===== src/rtl/aes_pkg.sv =====
// rtl/aes_pkg.sv - shared AES constants, FSM state type and GF(2^8) helpers
package aes_pkg;

  localparam int BYTE_W = 8;
  localparam int COL_W  = 32;
  localparam int N_ROWS = 4;

  localparam logic [BYTE_W-1:0] AES_POLY = 8'h1b;

  typedef enum logic [1:0] {
    IDLE = 2'd0,
    BUSY = 2'd1,
    DONE = 2'd2
  } mc_state_t;

  function automatic logic [BYTE_W-1:0] xtime(input logic [BYTE_W-1:0] b);
    return {b[6:0], 1'b0} ^ (b[7] ? AES_POLY : 8'h00);
  endfunction

  function automatic logic [BYTE_W-1:0] gmul2(input logic [BYTE_W-1:0] b);
    return xtime(b);
  endfunction

  function automatic logic [BYTE_W-1:0] gmul3(input logic [BYTE_W-1:0] b);
    return xtime(b) ^ b;
  endfunction

  // Higher inverse constants decompose as sums of b, 2b, 4b and 8b.
  function automatic logic [BYTE_W-1:0] gmul9(input logic [BYTE_W-1:0] b);
    return xtime(xtime(xtime(b))) ^ b;
  endfunction

  function automatic logic [BYTE_W-1:0] gmul11(input logic [BYTE_W-1:0] b);
    return xtime(xtime(xtime(b))) ^ xtime(b) ^ b;
  endfunction

  function automatic logic [BYTE_W-1:0] gmul13(input logic [BYTE_W-1:0] b);
    return xtime(xtime(xtime(b))) ^ xtime(xtime(b)) ^ b;
  endfunction

  function automatic logic [BYTE_W-1:0] gmul14(input logic [BYTE_W-1:0] b);
    return xtime(xtime(xtime(b))) ^ xtime(xtime(b)) ^ xtime(b);
  endfunction

endpackage


===== src/rtl/mixcol_column.sv =====
// rtl/mixcol_column.sv - combinational MixColumns / InvMixColumns on one 32-bit column
module mixcol_column
  import aes_pkg::*;
(
  input  logic [COL_W-1:0] i_col,
  input  logic             i_decrypt,
  output logic [COL_W-1:0] o_col
);

  logic [BYTE_W-1:0] w_b0, w_b1, w_b2, w_b3;
  logic [COL_W-1:0]  w_fwd, w_inv;

  assign {w_b0, w_b1, w_b2, w_b3} = i_col;

  assign w_fwd = {
    gmul2(w_b0) ^ gmul3(w_b1) ^ w_b2        ^ w_b3,
    w_b0        ^ gmul2(w_b1) ^ gmul3(w_b2) ^ w_b3,
    w_b0        ^ w_b1        ^ gmul2(w_b2) ^ gmul3(w_b3),
    gmul3(w_b0) ^ w_b1        ^ w_b2        ^ gmul2(w_b3)
  };

  assign w_inv = {
    gmul14(w_b0) ^ gmul11(w_b1) ^ gmul13(w_b2) ^ gmul9(w_b3),
    gmul9(w_b0)  ^ gmul14(w_b1) ^ gmul11(w_b2) ^ gmul13(w_b3),
    gmul13(w_b0) ^ gmul9(w_b1)  ^ gmul14(w_b2) ^ gmul11(w_b3),
    gmul11(w_b0) ^ gmul13(w_b1) ^ gmul9(w_b2)  ^ gmul14(w_b3)
  };

  assign o_col = i_decrypt ? w_inv : w_fwd;

endmodule


===== src/rtl/mixcolumns_seq.sv =====
// rtl/mixcolumns_seq.sv - sequential MixColumns stage, one column per clock, row-format state
module mixcolumns_seq
  import aes_pkg::*;
(
  input  logic             clk,
  input  logic             rst_n,
  input  logic             in_valid,
  output logic             in_ready,
  input  logic             decrypt,
  input  logic             bypass,
  input  logic [COL_W-1:0] line0,
  input  logic [COL_W-1:0] line1,
  input  logic [COL_W-1:0] line2,
  input  logic [COL_W-1:0] line3,
  output logic             out_valid,
  input  logic             out_ready,
  output logic [COL_W-1:0] outline0,
  output logic [COL_W-1:0] outline1,
  output logic [COL_W-1:0] outline2,
  output logic [COL_W-1:0] outline3
);

  mc_state_t        r_state;
  logic [1:0]       r_col;
  logic [COL_W-1:0] r_row [N_ROWS];
  logic             r_decrypt;
  logic             r_bypass;
  logic             r_in_ready;
  logic             r_out_valid;

  logic [4:0]       w_sh;
  logic [COL_W-1:0] w_col_in;
  logic [COL_W-1:0] w_col_mix;
  logic [COL_W-1:0] w_col_out;

  // Column c occupies bits [31-8c -: 8] of each row, i.e. LSB offset 24-8c.
  assign w_sh = 5'd24 - {r_col, 3'b000};

  always_comb begin
    w_col_in = '0;
    for (int r = 0; r < N_ROWS; r++) begin
      w_col_in[COL_W-1-BYTE_W*r -: BYTE_W] = r_row[r][w_sh +: BYTE_W];
    end
  end

  mixcol_column u_mixcol_column (
    .i_col     (w_col_in),
    .i_decrypt (r_decrypt),
    .o_col     (w_col_mix)
  );

  assign w_col_out = r_bypass ? w_col_in : w_col_mix;

  always_ff @(posedge clk or negedge rst_n) begin
    if (!rst_n) begin
      r_state     <= IDLE;
      r_col       <= 2'd0;
      for (int r = 0; r < N_ROWS; r++) r_row[r] <= '0;
      r_decrypt   <= 1'b0;
      r_bypass    <= 1'b0;
      r_in_ready  <= 1'b1;
      r_out_valid <= 1'b0;
    end else begin
      case (r_state)
        IDLE: begin
          if (in_valid && r_in_ready) begin
            r_row[0]   <= line0;
            r_row[1]   <= line1;
            r_row[2]   <= line2;
            r_row[3]   <= line3;
            r_decrypt  <= decrypt;
            r_bypass   <= bypass;
            r_col      <= 2'd0;
            r_in_ready <= 1'b0;
            r_state    <= BUSY;
          end
        end
        BUSY: begin
          for (int r = 0; r < N_ROWS; r++) begin
            r_row[r][w_sh +: BYTE_W] <= w_col_out[COL_W-1-BYTE_W*r -: BYTE_W];
          end
          r_col <= r_col + 2'd1;
          if (r_col == 2'd3) begin
            r_out_valid <= 1'b1;
            r_state     <= DONE;
          end
        end
        DONE: begin
          if (out_ready) begin
            r_out_valid <= 1'b0;
            r_in_ready  <= 1'b1;
            r_state     <= IDLE;
          end
        end
        default: begin
          r_state     <= IDLE;
          r_in_ready  <= 1'b1;
          r_out_valid <= 1'b0;
        end
      endcase
    end
  end

  assign in_ready  = r_in_ready;
  assign out_valid = r_out_valid;
  assign outline0  = r_row[0];
  assign outline1  = r_row[1];
  assign outline2  = r_row[2];
  assign outline3  = r_row[3];

endmodule


===== config.mk =====
export PLATFORM = sky130hd
export DESIGN_NAME = mixcolumns_seq
export DESIGN_NICKNAME = d
export VERILOG_FILES = /design/src/rtl/aes_pkg.sv /design/src/rtl/mixcol_column.sv /design/src/rtl/mixcolumns_seq.sv
export SDC_FILE = /design/constraint.sdc
export NUM_CORES = 1
export LEC_CHECK = 0
export CAP_MARGIN = 20
export CORE_MARGIN = 2
export CORE_UTILIZATION = 51
export CTS_CLUSTER_DIAMETER = 200
export DETAILED_ROUTE_END_ITERATION = 10
export PLACE_DENSITY = 0.82
export SKIP_CTS_REPAIR_TIMING = 1
export SYNTH_ARGS = -nofsm -noshare
export SYNTH_HDL_FRONTEND = slang
export SYNTH_HIERARCHICAL = 1
export SYNTH_SLANG_ARGS = --single-unit

===== constraint.sdc =====
create_clock -name clk -period 4.6 [get_ports clk]
set_input_delay 0.92 -clock clk [delete_from_list [all_inputs] [get_ports clk]]
set_output_delay 0.92 -clock clk [all_outputs]
set_load 0.005 [all_outputs]

==> results.toml <==
[logic_synthesis]
syn-cell-area_um2 = 10600
yosysWarnings = 6
avgSynthCellArea_um2 = 8.76
synth_fp_nets = 1349
async_flop_share_pct = 100
netlist_instances = 1211
netlist-cell-type-count = 42
synth_ff_type = "dfrtp_1"
synth_top_area_share_pct = 31.9
synth_edf_count = 0
ys_ff_latch = 136
ys_seq_area_share_pct = 32.1
synth_top_area_cell = "dfrtp_1"
synth.area.top_cells = "dfrtp_1 32%, xnor2_1 11%, o21ai_0 10%"

[setup_path]
crit_chain = "buf_12 -> mux2i_1 -> mux2i_1 -> xnor2_1 -> buf_4 -> xnor2_1 -> xnor3_2 -> xnor3_1 -> o21ai_2 -> xnor2_1 -> nor2b_1 -> o21ai_0 -> a31oi_1"
cpMostUsedCell = "xnor2_1"
crit_end = "outline3[20]"
worstPathArrival_ns = 4.66
path_max_fanout = 39
crit_path_top_delay_cell = "mux2i_1"
critPathLaunchType = "flip-flop"
cp-startpoint = "r_col[1]"
cp-end-kind = "flip-flop"
r2r_slack_ns = 0.29
r2r-start = "r_col[1]"
worst-r2r-cell-count = 13
r2r-end = "outline3[20]"
worstSetupPathType = "reg2reg"
worstPathRequired_ns = 4.95
cpPeakStageDelay_ns = 0.78

[grt]
antenna_found_initial = 0
grtUsageTotal_pct = 37.8
grt_max_degree = 122
grt_pass1_wl_mm = 63.8
grt_overflow = 0
grt_pass1_vias = 10811

[cts]
clock_latency_ns = 0.43
cts_tree = "yes"
cts_made_buffers = 17
clock_sinks = 136
htree_levels = 4
clockBufferDepth = 2
clk_pin_slew_ns = 0.07
cts-root-buf = "clkbuf_16"

[die]
die-area_um2 = 22000
die_y_um = 148
io_pins = 264
num_rows = 52
dieWidth_um = 148
coreArea_um2 = 20300
floorplan.initialDensity_pct = 52.2

[routing]
vias = 11129
ant_nets = 0
wl_mm = 42.0
viasPerCell = 6.46
drtPass1Iterations = 6
route.detailed.drc = 0
drt_iter0_markers = 1419
post_drt_wl_per_cell_um = 24.4

[sta]
finalSetupTns_ns = 0
rsz0062_at_grt = "no"
slew_headroom_pct = 22.0
finalSetupViolCount = 0
finalHoldViolCount = 0
max_freq_mhz = 232
tightest_slew_ns = 1.17
fin_skew_ns = 0.0121
drv_slew = 0
post-route-min-period_ns = 4.31
period_share_pct = 93.6

[layout]
num_antenna_cells = 0
area.sequential_um2 = 3410
mostFrequentLayoutCell = "clkdlybuf4s50_1"
most-common-layout-cells = "262 x clkdlybuf4s50_1, 217 x o21ai_0, 137 x nor2_1"
fillerInstances = 1618
drive_above_1_share_pct = 8.19
multi_input_area_um2 = 6710
area_growth_pct = 34.3
nNetsFinal = 1578

[min_path]
hold_class = "in2async"

[placed_design]
port_buffers = 263
gp_congestion = 0.976
dp.final_hpwl_mm = 28.8

[outcome]
outcome = "finished clean"

[run]
max-cap-violations = 0
[sequential cells by signal, summed over array words and instances, names as in the netlist]
signal     flops
in_ready       1
out_valid      1
outline0      32
outline1      32
outline2      32
outline3      32
r_bypass       1
r_col          2
r_decrypt      1
r_state        2
[metrics by stage]
step,cells,hold slack [ns],setup WS [ns],area (um^2),util [%]
final,1723,0.516,0.294,14200,70.1
after global routing,1723,0.540,0.135,14200,70.1
after CTS,1723,0.521,0.398,14200,70.1
after detailed placement,1691,0.505,0.460,13600,66.8
after global placement,1690,0.510,0.464,13500,66.7
after floorplan,1211,0.475,1.10,10600,-
[critical path, delay by kind of cell (launching register included)]
family	cells	cell delay [ns]
muxes	2	0.94
xor gates and xnor gates	5	1.37
DFF	1	0.65
buffers and inverters	2	0.55
and+or+nand+nor	1	0.29
AOI/OAI and AO/OA	3	0.38
[cell type report]
class	instances	share of cell area, %
multi-input cells	962	47.1
flip-flops and latches	136	23.9
repair buffers	319	21.7
clock buffers	18	3.08
well taps	270	2.37
clock inverters	14	1.65
inverters	4	0.114
[synthesized netlist by cell type (8+ instances only)]
master / n
a21oi_1: 11
a31oi_1: 128
buf_1: 8
buf_2: 27
buf_4: 8
clkbuf_1: 59
dfrtp_1: 135
mux2i_1: 102
nand2_1: 24
nor2_1: 137
nor2b_1: 32
o21ai_0: 217
o21ai_1: 42
o22ai_1: 32
xnor2_1: 134
xnor3_1: 15
xor2_1: 53
[kinds of logic after synthesis]
kind of cell	share of synthesized area (%)
flip-flops	32.1
XOR/XNOR	21.0
buffers and inverters	5.15
AO/OA/AOI/OAI	22.7
AND/OR/NAND/NOR	8.73
adder cells (fa/ha/maj)	0.472
multiplexers	9.84
[layer usage]
layer / vias to the layer above / share of wire [%] / global-route usage, %
met2: 863 / 45 / 58.6
met3: 162 / 11 / 7.21
met4: 0 / 4.1 / 15.9
met5: - / 0 / 0
li1: 4770 / - / -
met1: 5334 / 39 / 52.1
[worst min-delay path by stage]
stage / slack, ns / end
6_report: 0.52 / outline0[9]
3_3_place_gp: 0.51 / out_valid
3_5_place_dp: 0.51 / out_valid
5_1_grt: 0.54 / outline0[0]
2_1_floorplan: 0.48 / r_decrypt
4_1_cts: 0.52 / out_valid
Power is left out: the tool's default activity adds up to more than one toggle a clock period on the data nets, which glitch-free logic cannot reach.
